<file path="src/rtl/fifo_arbiter_pkg.sv">
// fifo_arbiter_pkg: shared types and constants for the FIFO arbiter slice
package fifo_arbiter_pkg;
    typedef enum logic [1:0] {R_IDLE, R_PEND, R_HOLD} rd_state_e;
    localparam int ERR_OVER  = 0;
    localparam int ERR_UNDER = 1;
    localparam int DEF_DW    = 16;
    localparam int DEF_DEPTH = 8;
endpackage

</file>
<file path="src/rtl/fifo_arbiter_if.sv">
// fifo_arbiter_if: requester, FIFO-control, consumer and status signals of the arbiter
interface fifo_arbiter_if #(
    parameter int DW    = fifo_arbiter_pkg::DEF_DW,
    parameter int DEPTH = fifo_arbiter_pkg::DEF_DEPTH
);
    localparam int CW = $clog2(DEPTH + 1);
    logic          REQ0, REQ1, ACK0, ACK1;
    logic [DW-1:0] DAT0, DAT1;
    logic [DW-1:0] F_DIN, F_DOUT;
    logic          F_WR, F_RD, F_VALID, F_OVER, F_UNDER;
    logic [DW-1:0] M_DATA;
    logic          M_VALID, M_READY;
    logic          CLR_ERR;
    logic [1:0]    ERR;
    logic [CW-1:0] CNT;
    modport slave (
        input  REQ0, REQ1, DAT0, DAT1, F_DOUT, F_VALID, F_OVER, F_UNDER, M_READY, CLR_ERR,
        output ACK0, ACK1, F_DIN, F_WR, F_RD, M_DATA, M_VALID, ERR, CNT
    );
    modport master (
        output REQ0, REQ1, DAT0, DAT1, F_DOUT, F_VALID, F_OVER, F_UNDER, M_READY, CLR_ERR,
        input  ACK0, ACK1, F_DIN, F_WR, F_RD, M_DATA, M_VALID, ERR, CNT
    );
endinterface

</file>
<file path="src/rtl/fifo_arbiter_rr_arb2.sv">
// rr_arb2: two-way round-robin grant over an eligibility mask; pointer flips only on contention
module rr_arb2 (
    input  logic       clk_i,
    input  logic       rst_ni,
    input  logic [1:0] elig_i,
    input  logic       en_i,
    output logic [1:0] gnt_o
);
    logic ptr_q, ptr_d;
    // grant the lone eligible requester, or the pointer's one when both compete
    always_comb begin
        gnt_o = !en_i ? 2'b00 : (&elig_i) ? (ptr_q ? 2'b10 : 2'b01) : elig_i;
        ptr_d = (en_i && (&elig_i)) ? ~ptr_q : ptr_q;
    end
    // pointer register, requester 0 favoured after reset
    always_ff @(posedge clk_i or negedge rst_ni)
        if (!rst_ni) ptr_q <= 1'b0;
        else         ptr_q <= ptr_d;
endmodule

</file>
<file path="src/rtl/fifo_arbiter.sv">
// fifo_arbiter: shares one FIFO between two writers and drains it to a ready/valid sink
module fifo_arbiter #(
    parameter int DW    = fifo_arbiter_pkg::DEF_DW,
    parameter int DEPTH = fifo_arbiter_pkg::DEF_DEPTH
) (
    input  logic           CLK,
    input  logic           RSTN,
    fifo_arbiter_if.slave  bus
);
    import fifo_arbiter_pkg::*;
    localparam int CW = $clog2(DEPTH + 1);

    rd_state_e     state_q, state_d;
    logic [1:0]    ack_q, ack_d, err_q, err_d, elig, gnt;
    logic          f_wr_q, f_wr_d, f_rd_q, f_rd_d, m_valid_q, m_valid_d;
    logic [DW-1:0] f_din_q, f_din_d, m_data_q, m_data_d;
    logic [CW-1:0] cnt_q, nxt;
    logic [CW:0]   nxt_w;
    logic          wr_ok;

    assign nxt   = cnt_q + CW'(f_wr_q) - CW'(f_rd_q);
    assign nxt_w = {1'b0, cnt_q} + (CW+1)'(f_wr_q) - (CW+1)'(f_rd_q);
    assign wr_ok = nxt < CW'(DEPTH);
    assign elig  = {bus.REQ1 & ~ack_q[1], bus.REQ0 & ~ack_q[0]};

    rr_arb2 u_arb (.clk_i(CLK), .rst_ni(RSTN), .elig_i(elig), .en_i(wr_ok), .gnt_o(gnt));

    // next-state for write grant, sticky errors and the read FSM
    always_comb begin
        ack_d            = gnt;
        f_wr_d           = |gnt;
        f_din_d          = gnt[1] ? bus.DAT1 : gnt[0] ? bus.DAT0 : f_din_q;
        err_d[ERR_OVER]  = bus.F_OVER  | (err_q[ERR_OVER]  & ~bus.CLR_ERR);
        err_d[ERR_UNDER] = bus.F_UNDER | (err_q[ERR_UNDER] & ~bus.CLR_ERR);
        state_d          = state_q;
        f_rd_d           = 1'b0;
        m_valid_d        = m_valid_q;
        m_data_d         = m_data_q;
        case (state_q)
            R_IDLE: if (nxt != '0) begin
                f_rd_d  = 1'b1;
                state_d = R_PEND;
            end
            R_PEND: if (bus.F_VALID) begin
                m_data_d  = bus.F_DOUT;
                m_valid_d = 1'b1;
                state_d   = R_HOLD;
            end
            R_HOLD: if (bus.M_READY) begin
                m_valid_d = 1'b0;
                f_rd_d    = nxt != '0;
                state_d   = (nxt != '0) ? R_PEND : R_IDLE;
            end
            default: state_d = R_IDLE;
        endcase
    end

    // all outputs and state registered; occupancy follows the projected count
    always_ff @(posedge CLK or negedge RSTN)
        if (!RSTN) begin
            state_q   <= R_IDLE;
            ack_q     <= '0;
            err_q     <= '0;
            f_wr_q    <= 1'b0;
            f_rd_q    <= 1'b0;
            m_valid_q <= 1'b0;
            f_din_q   <= '0;
            m_data_q  <= '0;
            cnt_q     <= '0;
        end else begin
            state_q   <= state_d;
            ack_q     <= ack_d;
            err_q     <= err_d;
            f_wr_q    <= f_wr_d;
            f_rd_q    <= f_rd_d;
            m_valid_q <= m_valid_d;
            f_din_q   <= f_din_d;
            m_data_q  <= m_data_d;
            cnt_q     <= nxt;
        end

    // occupancy must stay within 0..DEPTH; an underflow wraps the wide sum above DEPTH
    assert property (@(posedge CLK) disable iff (!RSTN) nxt_w <= (CW+1)'(DEPTH));

    assign bus.ACK0    = ack_q[0];
    assign bus.ACK1    = ack_q[1];
    assign bus.F_DIN   = f_din_q;
    assign bus.F_WR    = f_wr_q;
    assign bus.F_RD    = f_rd_q;
    assign bus.M_DATA  = m_data_q;
    assign bus.M_VALID = m_valid_q;
    assign bus.ERR     = err_q;
    assign bus.CNT     = cnt_q;
endmodule

</file>
<file path="src/flat_wrapper.sv">
// flat-port wrapper written by rule: the top's interface ports become plain ports
module fifo_arbiter_flat import fifo_arbiter_pkg::*;
#(
    parameter int DW    = fifo_arbiter_pkg::DEF_DW,
    parameter int DEPTH = fifo_arbiter_pkg::DEF_DEPTH
)
  (CLK, RSTN, bus_REQ0, bus_REQ1, bus_DAT0, bus_DAT1, bus_F_DOUT, bus_F_VALID, bus_F_OVER, bus_F_UNDER, bus_M_READY, bus_CLR_ERR, bus_ACK0, bus_ACK1, bus_F_DIN, bus_F_WR, bus_F_RD, bus_M_DATA, bus_M_VALID, bus_ERR, bus_CNT);
  fifo_arbiter_if #(.DW(DW), .DEPTH(DEPTH)) bus_i ();
  input  logic CLK;
  input  logic RSTN;
  input wire logic [$bits(bus_i.REQ0)-1:0] bus_REQ0;
  input wire logic [$bits(bus_i.REQ1)-1:0] bus_REQ1;
  input wire logic [$bits(bus_i.DAT0)-1:0] bus_DAT0;
  input wire logic [$bits(bus_i.DAT1)-1:0] bus_DAT1;
  input wire logic [$bits(bus_i.F_DOUT)-1:0] bus_F_DOUT;
  input wire logic [$bits(bus_i.F_VALID)-1:0] bus_F_VALID;
  input wire logic [$bits(bus_i.F_OVER)-1:0] bus_F_OVER;
  input wire logic [$bits(bus_i.F_UNDER)-1:0] bus_F_UNDER;
  input wire logic [$bits(bus_i.M_READY)-1:0] bus_M_READY;
  input wire logic [$bits(bus_i.CLR_ERR)-1:0] bus_CLR_ERR;
  output wire logic [$bits(bus_i.ACK0)-1:0] bus_ACK0;
  output wire logic [$bits(bus_i.ACK1)-1:0] bus_ACK1;
  output wire logic [$bits(bus_i.F_DIN)-1:0] bus_F_DIN;
  output wire logic [$bits(bus_i.F_WR)-1:0] bus_F_WR;
  output wire logic [$bits(bus_i.F_RD)-1:0] bus_F_RD;
  output wire logic [$bits(bus_i.M_DATA)-1:0] bus_M_DATA;
  output wire logic [$bits(bus_i.M_VALID)-1:0] bus_M_VALID;
  output wire logic [$bits(bus_i.ERR)-1:0] bus_ERR;
  output wire logic [$bits(bus_i.CNT)-1:0] bus_CNT;
  assign bus_i.REQ0 = bus_REQ0;
  assign bus_i.REQ1 = bus_REQ1;
  assign bus_i.DAT0 = bus_DAT0;
  assign bus_i.DAT1 = bus_DAT1;
  assign bus_i.F_DOUT = bus_F_DOUT;
  assign bus_i.F_VALID = bus_F_VALID;
  assign bus_i.F_OVER = bus_F_OVER;
  assign bus_i.F_UNDER = bus_F_UNDER;
  assign bus_i.M_READY = bus_M_READY;
  assign bus_i.CLR_ERR = bus_CLR_ERR;
  assign bus_ACK0 = bus_i.ACK0;
  assign bus_ACK1 = bus_i.ACK1;
  assign bus_F_DIN = bus_i.F_DIN;
  assign bus_F_WR = bus_i.F_WR;
  assign bus_F_RD = bus_i.F_RD;
  assign bus_M_DATA = bus_i.M_DATA;
  assign bus_M_VALID = bus_i.M_VALID;
  assign bus_ERR = bus_i.ERR;
  assign bus_CNT = bus_i.CNT;
  fifo_arbiter #(.DW(DW), .DEPTH(DEPTH)) u_core (.CLK(CLK), .RSTN(RSTN), .bus(bus_i));
endmodule
</file>
<file path="config.mk">
export PLATFORM = sky130hd
export DESIGN_NAME = fifo_arbiter_flat
export DESIGN_NICKNAME = d
export VERILOG_FILES = /design/src/rtl/fifo_arbiter_pkg.sv /design/src/rtl/fifo_arbiter_if.sv /design/src/rtl/fifo_arbiter_rr_arb2.sv /design/src/rtl/fifo_arbiter.sv /design/src/flat_wrapper.sv
export SDC_FILE = /design/constraint.sdc
export NUM_CORES = 1
export LEC_CHECK = 0
export ABC_AREA = 0
export ABC_CLOCK_PERIOD_IN_PS = 5200
export CORE_ASPECT_RATIO = 0.6
export CORE_MARGIN = 2
export CORE_UTILIZATION = 28
export CTS_CLUSTER_DIAMETER = 200
export DETAILED_ROUTE_END_ITERATION = 6
export HOLD_SLACK_MARGIN = 0.02
export PLACE_DENSITY_LB_ADDON = 0.25
export SETUP_SLACK_MARGIN = 0.5
export SLEW_MARGIN = 10
export SYNTH_ARGS = -nofsm -noshare
export SYNTH_HDL_FRONTEND = slang
export SYNTH_SLANG_ARGS = --single-unit
</file>
<file path="constraint.sdc">
create_clock -name CLK -period 5.2 [get_ports CLK]
set_input_delay 0.78 -clock CLK [delete_from_list [all_inputs] [get_ports CLK]]
set_output_delay 0.78 -clock CLK [all_outputs]
set_load 0.02 [all_outputs]
</file>
# After elaboration in Yosys (flattened, before gate mapping)
# Index checks and enable logic that the tools add are counted.
# word_totals
register_bits	46
latchBits	0
ramBits	0
mem_bits_ro	0
input_bits	57
out_inout_bits	43
memories	0
# classes
n_addsub	2
multipliers	0
div_mod_pow	0
n_lt_le_gt_ge	1
eq_ne	5
shift	0
n_mux	16
bitwise	10
reduce_logical	10
# ops
cell	n
$mux 16	2
$mux 2	6
$pmux 2 s3	1
$reduce_and 3->1	2
$mux 1	5
$add 4x1->4	1
$and 1x1->1	4
$lt 4x4->1 const B	1
$ne 2x2->1 const B	2
$not 1->1	4
$pmux 1 s2	2
$reduce_and 2->1	2
$reduce_bool 2->1	2
$reduce_bool 4->1	1
$sub 4x1->4	1
$eq 2x1->1 const B	1
$eq 2x2->1 const B	1
$logic_not 2->1	1
$ne 2x1->1 const B	1
$or 1x1->1	2
$reduce_or 2->1	1
$logic_and 1x1->1	1

# Depth between registers and ports, before layout
# Gate-level depths: netlist of the first run.
# logic_depth
word_depth	7
ltp_mapped	12

# Hierarchy
# A second synthesis of the first run with hierarchy kept.
# unflattened
hier_cells	162
hier_area_um2	1944.4
# modules_own_cells
module	n_inst	cells_each	area_each_um2	seq_area_each_um2
fifo_arbiter	1	154	1884.3	1126.1
rr_arb2	1	8	60.1	25.0

# Worst setup path after synthesis of the first run
# No wires, ideal clock.
# synth_path
kind	register to register
from	reg u_core.f_wr_q (netlist: u_core.bus.F_WR)
to	reg u_core.f_din_q[10] (netlist: u_core.bus.F_DIN[10])
setup_ns	0.123
t_arrival_ns	2.171
slack_ns	2.906
stages_incl_launch_ff	12
path_buffers	2
cell_sequence	dfrtp_1 -> inv_1 -> ha_1 -> inv_1 -> ha_1 -> nand3_1 -> and3_1 -> or4_4 -> buf_6 -> buf_2 -> nand2_1 -> a2bb2oi_2
# synth_via
elab_chain_len	5
word_cells_on_any_way	6
cone_classes	add/sub (2); order compare (1); mux (2); reduce/logical (1)
# synth_lines
element	line_no	text
start, declared	fifo_arbiter.sv:15	logic f_wr_q, f_wr_d, f_rd_q, f_rd_d, m_valid_q, m_valid_d;
start signal, assigned	fifo_arbiter.sv:74	f_wr_q <= f_wr_d;
$add 4x1->4 (*)	fifo_arbiter.sv:21	assign nxt = cnt_q + CW'(f_wr_q) - CW'(f_rd_q);
$sub 4x1->4 (*)	fifo_arbiter.sv:21	
$lt 4x4->1 (*)	fifo_arbiter.sv:23	assign wr_ok = nxt < CW'(DEPTH);
$mux 2 (*)	fifo_arbiter_rr_arb2.sv:12	gnt_o = !en_i ? 2'b00 : (&elig_i) ? (ptr_q ? 2'b10 : 2'b01) : elig_i;
$mux 16 / $reduce_bool 2->1 (equally long branches)	--	
end signal, assigned	fifo_arbiter.sv:77	f_din_q <= f_din_d;
end, declared	fifo_arbiter.sv:16	logic [DW-1:0] f_din_q, f_din_d, m_data_q, m_data_d;
# Every way passes the cells marked *; elsewhere a longest branch is shown, timed or not.
# A chain may end at the register's enable or synchronous reset.

# Worst setup path in the final report of the first run
# layout_path
from	reg u_core.f_wr_q (netlist: u_core.bus.F_WR)
to	reg u_core.f_din_q[1] (netlist: u_core.bus.F_DIN[1])
# Same word-level chain as after synthesis.

==> impl_metrics.env, run 1 <==
export IMPL_placed_cells=352
export IMPL_cts_hold_buf=0
export IMPL_antenna_found_initial=0
export IMPL_critical_path_top_delay_family="buffers and inverters"
export IMPL_fin_skew_ps=6.21
export IMPL_multi_input_area_sq_um=793
export IMPL_setup_viol=0
export IMPL_status="completed"
export IMPL_cp_start_kind="flip-flop"
export IMPL_syn_inst=167
export IMPL_max_freq_ghz=0.420
export IMPL_routed_wl_microns=5040
export IMPL_dpl_cell_area_sq_mm=0.00311
export IMPL_seq_area_sq_mm=0.00115
export IMPL_worstSetupPathType="reg2reg"
export IMPL_totalPowerFinal_uw=2350
export IMPL_synth_area_leaders="dfrtp_1 (56%), mux2_2 (8.8%), a2bb2oi_2 (6.6%), a21oi_1 (4.9%), nand2_1 (2.9%)"
export IMPL_post_drt_wl_per_cell_microns=14.1
export IMPL_grt_overflow_total=0
export IMPL_rsz0062_at_grt="false"
export IMPL_die_x_microns=114
export IMPL_port_buffers=99
export IMPL_yosys_most_used_dff="dfrtp_1"
export IMPL_root_buffer="clkbuf_16"
export IMPL_synthSimpleGateAreaFrac=0.0757
export IMPL_final_layout_size_suffix_gt1_frac=0.135
export IMPL_yosysTopAreaCell="dfrtp_1"
export IMPL_slowest_stage="inv_1"
export IMPL_endpoint_kind="flip-flop"
export IMPL_grt_max_degree=47
export IMPL_synth_top_family_by_area="compound AO/OA/AOI/OAI gates"
export IMPL_syn_area_sq_mm=0.00205
export IMPL_cts_resized=0
export IMPL_slew_headroom=0.284
export IMPL_critPathBufInv=4
export IMPL_start_util=0.285
export IMPL_holdPathStages=1
export IMPL_intPower_uw=1420
export IMPL_fin_nets=330
export IMPL_row_count=24
export IMPL_clk_latency_ps=280
export IMPL_yosys_area_share_adder=0.0342
export IMPL_synth_xor_area_share=0.0171
export IMPL_grt_pass1_vias=1683
export IMPL_post_cts_setup_buffers=0
export IMPL_yosysMostFrequentCell="dfrtp_1"
export IMPL_p_sw_uw=931
export IMPL_cts_tree="yes"
export IMPL_ys_top_cells_by_count="dfrtp_1 (46), a21oi_1 (20), mux2_2 (16), nand2_1 (16), inv_1 (12)"
export IMPL_period_share=0.457
export IMPL_combinationalPowerShare=0.590
export IMPL_p_per_area_mw_per_mm2=725
export IMPL_sequentialPowerShare=0.280
export IMPL_clk_transition_reported_paths_ps=60
export IMPL_synth_compound_area_frac=0.162
export IMPL_syn_avg_cell_area_sq_um=12.3
export IMPL_period_minus_slack_ps=2380
export IMPL_cts_sinks=46
export IMPL_ir_worst_vdd_uv=272
export IMPL_drc=0
export IMPL_grt_pass1_wl_microns=8360
export IMPL_ys_seq_area_frac=0.562
export IMPL_ys_types=32
export IMPL_finalWeightedCongestion=0.720
export IMPL_vias=1613
export IMPL_cp_cell_sequence="inv_1, ha_1, inv_1, ha_1, a21oi_1, and3_1, o21ai_1, buf_4, inv_1, a2bb2oi_1"
export IMPL_hold_class="reg2reg"
export IMPL_io_pins=100
export IMPL_tns_ps=0
export IMPL_ys_ff_latch=46
export IMPL_ys_warn_count=0
export IMPL_reg2regPathDepth=10
export IMPL_drtAntennaViolNets=0
export IMPL_stdcell_count=358
export IMPL_htreeDepth=2
export IMPL_worstMarginPinSlew_ps=1070
export IMPL_crit_cells=10
export IMPL_syn_to_final_growth_pct=58.4
export IMPL_cts_buffers=5
export IMPL_core_area_sq_mm=0.00718
export IMPL_crit_reg2reg_launch="u_core.bus.F_WR"
export IMPL_fillers=657
export IMPL_hold_viol=0
export IMPL_hpwl_microns=3800
export IMPL_max_stage_delay_ps=510
export IMPL_track_usage=0.133
export IMPL_first_iter_violations=47
export IMPL_die_area_sq_mm=0.00804
export IMPL_dr_pass1_iters=4
export IMPL_synth_top_area_frac=0.562
export IMPL_crit_required_ps=5390
export IMPL_drv_cap=0
export IMPL_worstPathArrival_ps=2570
export IMPL_synth_edf_count=0
export IMPL_p_clk_frac=0.130
export IMPL_design_area_sq_mm=0.00324
export IMPL_antenna_cells=0
export IMPL_die_h_microns=70.3
export IMPL_muxShareOfSynthArea=0.0977
export IMPL_hold_start="u_core.bus.ERR[0]"
export IMPL_crit_start="u_core.bus.F_WR"
export IMPL_switching_share=0.396
export IMPL_leakagePower_uw=0.00140
export IMPL_synthArstFlopShare=1.00
export IMPL_path_max_fanout=15
export IMPL_final_max_slew_viol_count=0
export IMPL_cts_path_max_buffers=2
export IMPL_path_common_cell="inv_1"
export IMPL_synth_fp_nets=229
export IMPL_via_per_inst=4.51
flip-flops by register name, indices dropped and copies added, names as in the netlist:
register	cells
u_core.bus.M_VALID	1
u_core.bus.F_DIN	16
u_core.bus.M_DATA	16
u_core.bus.ERR	2
u_core.bus.F_RD	1
u_core.bus.CNT	4
u_core.state_q	2
u_core.ack_q	2
u_core.bus.F_WR	1
u_core.u_arb.ptr_q	1
cell usage in the layout (no fill, tap or decap), types with 5 or more instances in the layout:
cell type and instances:
mux2_2 16, a21oi_1 20, clkbuf_16 5, a2bb2oi_2 9
inv_1 12, dfrtp_1 46, nand2_1 16, a2bb2oi_1 5
clkdlybuf4s50_1 98
power by group through the flow:
stage	Combinational (uW)	Sequential, uW	Clock (uW)
after floorplan	721	847	0
after global placement	1380	664	0
after detailed placement	1400	664	0
after CTS	1400	662	320
after global routing	1510	684	336
final	1390	659	305
cell families after synthesis:
| kind of cell | count (synthesis) |
|---|---|
| compound gates | 43 |
| mux | 18 |
| fa+ha+maj | 5 |
| simple gates | 32 |
| buf+inv | 19 |
| flops | 46 |
| xor+xnor | 4 |
area by class of cell:
| type | count | area share |
|---|---|---|
| sequential | 46 | 0.355 |
| timing repair buffer | 100 | 0.306 |
| multi-input combinational | 102 | 0.245 |
| clock buffer | 6 | 0.0428 |
| tap | 91 | 0.0351 |
| inverter | 13 | 0.0166 |
worst paths after layout:
kind                       slack, ps                  end
max reg2reg                     2820  u_core.bus.F_DIN[1]
max in group asynchronous       3840  u_core.bus.F_DIN[0]
min in group asynchronous        710  u_core.bus.F_DIN[2]
max                             2820  u_core.bus.F_DIN[1]
min reg2reg                      480    u_core.bus.ERR[0]
min                              480    u_core.bus.ERR[0]
layer usage:
metal / GRT usage / vias up / routed length, microns
met5: 0 / - / 0
met4: 0.0244 / 0 / 17
met3: 0.0677 / 2 / 566
met2: 0.179 / 60 / 2030
met1: 0.191 / 764 / 2420
li1: - / 787 / -
stage by stage:
stage | utilization | hold WS, ps | worst slack, ps
after floorplan | - | 463 | 2910
after global placement | 0.433 | 460 | 2640
after detailed placement | 0.433 | 466 | 2660
after CTS | 0.452 | 480 | 2800
after global routing | 0.452 | 493 | 2570
final | 0.452 | 475 | 2820
(Power assumes the default switching activity.)
==> run 2, diff against run 1 <==
Settings changed: ABC_CLOCK_PERIOD_IN_PS 5200 to 1980.
Clock period 5.2 ns to 1.98 ns, I/O delays scaled along.
==> impl_metrics.env, run 2 (same netlist as run 1, synthesis figures left out) <==
export IMPL_root_buffer="clkbuf_16"
export IMPL_p_per_area_mw_per_mm2=2060
export IMPL_route_met3_wl_microns=570
export IMPL_mostFrequentLayoutCells="clkdlybuf4s50_1 (55), dfrtp_1 (42), dlygate4sd2_1 (41), mux2_2 (16), nand2_1 (15)"
export IMPL_cts_sinks=46
export IMPL_hold_viol=0
export IMPL_die_area_sq_mm=0.00804
export IMPL_leakagePower_uw=0.00157
export IMPL_clk_latency_ps=280
export IMPL_hold_class="in2async"
export IMPL_io_pins=100
export IMPL_cp_start_kind="flip-flop"
export IMPL_syn_to_final_growth_pct=77.2
export IMPL_setup_viol=18
export IMPL_worstPathArrival_ps=2260
export IMPL_cts_tree="yes"
export IMPL_reg2regPathDepth=10
export IMPL_drv_cap=0
export IMPL_slew_headroom=0.785
export IMPL_cts_buffers=5
export IMPL_hpwl_microns=4200
export IMPL_row_count=24
export IMPL_rr_endpoint="u_core.bus.F_DIN[1]"
export IMPL_antenna_cells=0
export IMPL_path_max_fanout=13
export IMPL_fillers=655
export IMPL_final_common_cell="clkdlybuf4s50_1"
export IMPL_rsz0062_at_grt="true"
export IMPL_crit_required_ps=2150
export IMPL_max_freq_ghz=0.478
export IMPL_port_buffers=99
export IMPL_period_minus_slack_ps=2090
export IMPL_m1WireLength_microns=2700
export IMPL_crit_start="u_core.bus.F_WR"
export IMPL_crit_reg2reg_launch="u_core.bus.F_WR"
export IMPL_dr_pass1_iters=4
export IMPL_dpl_cell_area_sq_mm=0.00333
export IMPL_r2r_slack_ps=-110
export IMPL_fin_nets=349
export IMPL_highest_layer="met4"
export IMPL_grt_max_degree=23
export IMPL_grt_pass1_wl_microns=9550
export IMPL_clk_transition_reported_paths_ps=60
export IMPL_violations="setup timing"
export IMPL_via_per_inst=4.50
export IMPL_post_drt_wl_per_cell_microns=15.0
export IMPL_grt_overflow_total=0
export IMPL_cts_path_max_buffers=2
export IMPL_start_util=0.285
export IMPL_finalWeightedCongestion=0.762
export IMPL_antenna_found_initial=0
export IMPL_period_share=1.06
export IMPL_final_max_slew_viol_count=0
export IMPL_track_usage=0.153
export IMPL_routed_wl_microns=5700
export IMPL_vias=1705
export IMPL_ir_worst_vdd_uv=635
export IMPL_drc=0
export IMPL_status="finished, violations left"
export IMPL_fin_skew_ps=4.07
export IMPL_wl_met2_microns=2350
export IMPL_htreeDepth=2
export IMPL_dp_worst_setup_slack_ps=-127
export IMPL_first_iter_violations=70
export IMPL_cp_endpoint="u_core.bus.F_DIN[1]"
export IMPL_fin_ws_ps=-112
export IMPL_grt_pass1_vias=1819
export IMPL_die_h_microns=70.3
export IMPL_drtAntennaViolNets=0
export IMPL_design_area_sq_mm=0.00363
export IMPL_worstSetupPathType="reg2reg"
export IMPL_core_area_sq_mm=0.00718
export IMPL_final_layout_size_suffix_gt1_frac=0.333
export IMPL_endpoint_kind="flip-flop"
export IMPL_worstMarginPinSlew_ps=321
export IMPL_die_x_microns=114
export IMPL_whs_ps=445
-- run 2: metal layers --
layer / global-route usage / vias up
met5: 0 / -
met4: 0.0461 / 0
met3: 0.0686 / 8
met2: 0.212 / 67
met1: 0.214 / 806
li1: - / 824
-- run 2: worst min-delay path by stage --
stage | slack [ps] | depth (start not counted) | end | start
2_1_floorplan | 1 | 0 | u_core.ack_q[0] | RSTN
3_3_place_gp | 210 | 1 | u_core.bus.CNT[2] | RSTN
3_5_place_dp | 210 | 1 | u_core.bus.CNT[2] | RSTN
4_1_cts | 460 | 2 | u_core.bus.CNT[0] | RSTN
5_1_grt | 490 | 2 | u_core.bus.CNT[0] | RSTN
6_report | 450 | 2 | u_core.bus.CNT[0] | RSTN
-- run 2: cell type report --
type                       instances  area, sq um  area share
multi-input combinational        102         1000       0.277
clock inverter                     1         30.0     0.00828
sequential                        46         1160       0.319
clock buffer                       7          143      0.0393
inverter                          13         61.3      0.0169
tap                               91          114      0.0314
timing repair buffer             119         1120       0.309
-- run 2: timing repair --
| action | in CTS | in global routing |
|---|---|---|
| hold buffers | 1 | 0 |
| endpoints found under the setup margin | 68 | 26 |
| pin swaps | 2 | 5 |
| hold endpoints to repair | 11 | 0 |
| cloned | 0 | 0 |
| setup buffers | 2 | 2 |
| gates resized for setup | 59 | 15 |
-- run 2: critical path, stage by stage, from the launching register on --
cell and delay, ps:
dfrtp_2 410, inv_2 70, ha_4 130, inv_2 40, ha_4 150, a21oi_4 180, a21oi_2 70, or4_4 610
buf_8 180, nand2_1 70, a2bb2oi_1 60
-- run 2: where the power goes --
part | total (uW) | leakage (uW) | switching, uW | internal, uW
Combinational | 4780 | 0.000962 | 2410 | 2370
Clock | 979 | 0.0000841 | 348 | 631
Sequential | 1730 | 0.000527 | 291 | 1440
Total | 7490 | 0.00157 | 3050 | 4440
-- run 2: stage by stage --
step / setup TNS, ps / utilization / std cells / power [uW]
floorplan: -2350 / - / 167 / 4510
finish: -1570 / 0.506 / 379 / 7490
CTS: -1310 / 0.496 / 377 / 7260
global placement: -854 / 0.465 / 366 / 6050
global route: -2790 / 0.506 / 379 / 8020
detailed placement: -1850 / 0.465 / 366 / 6130
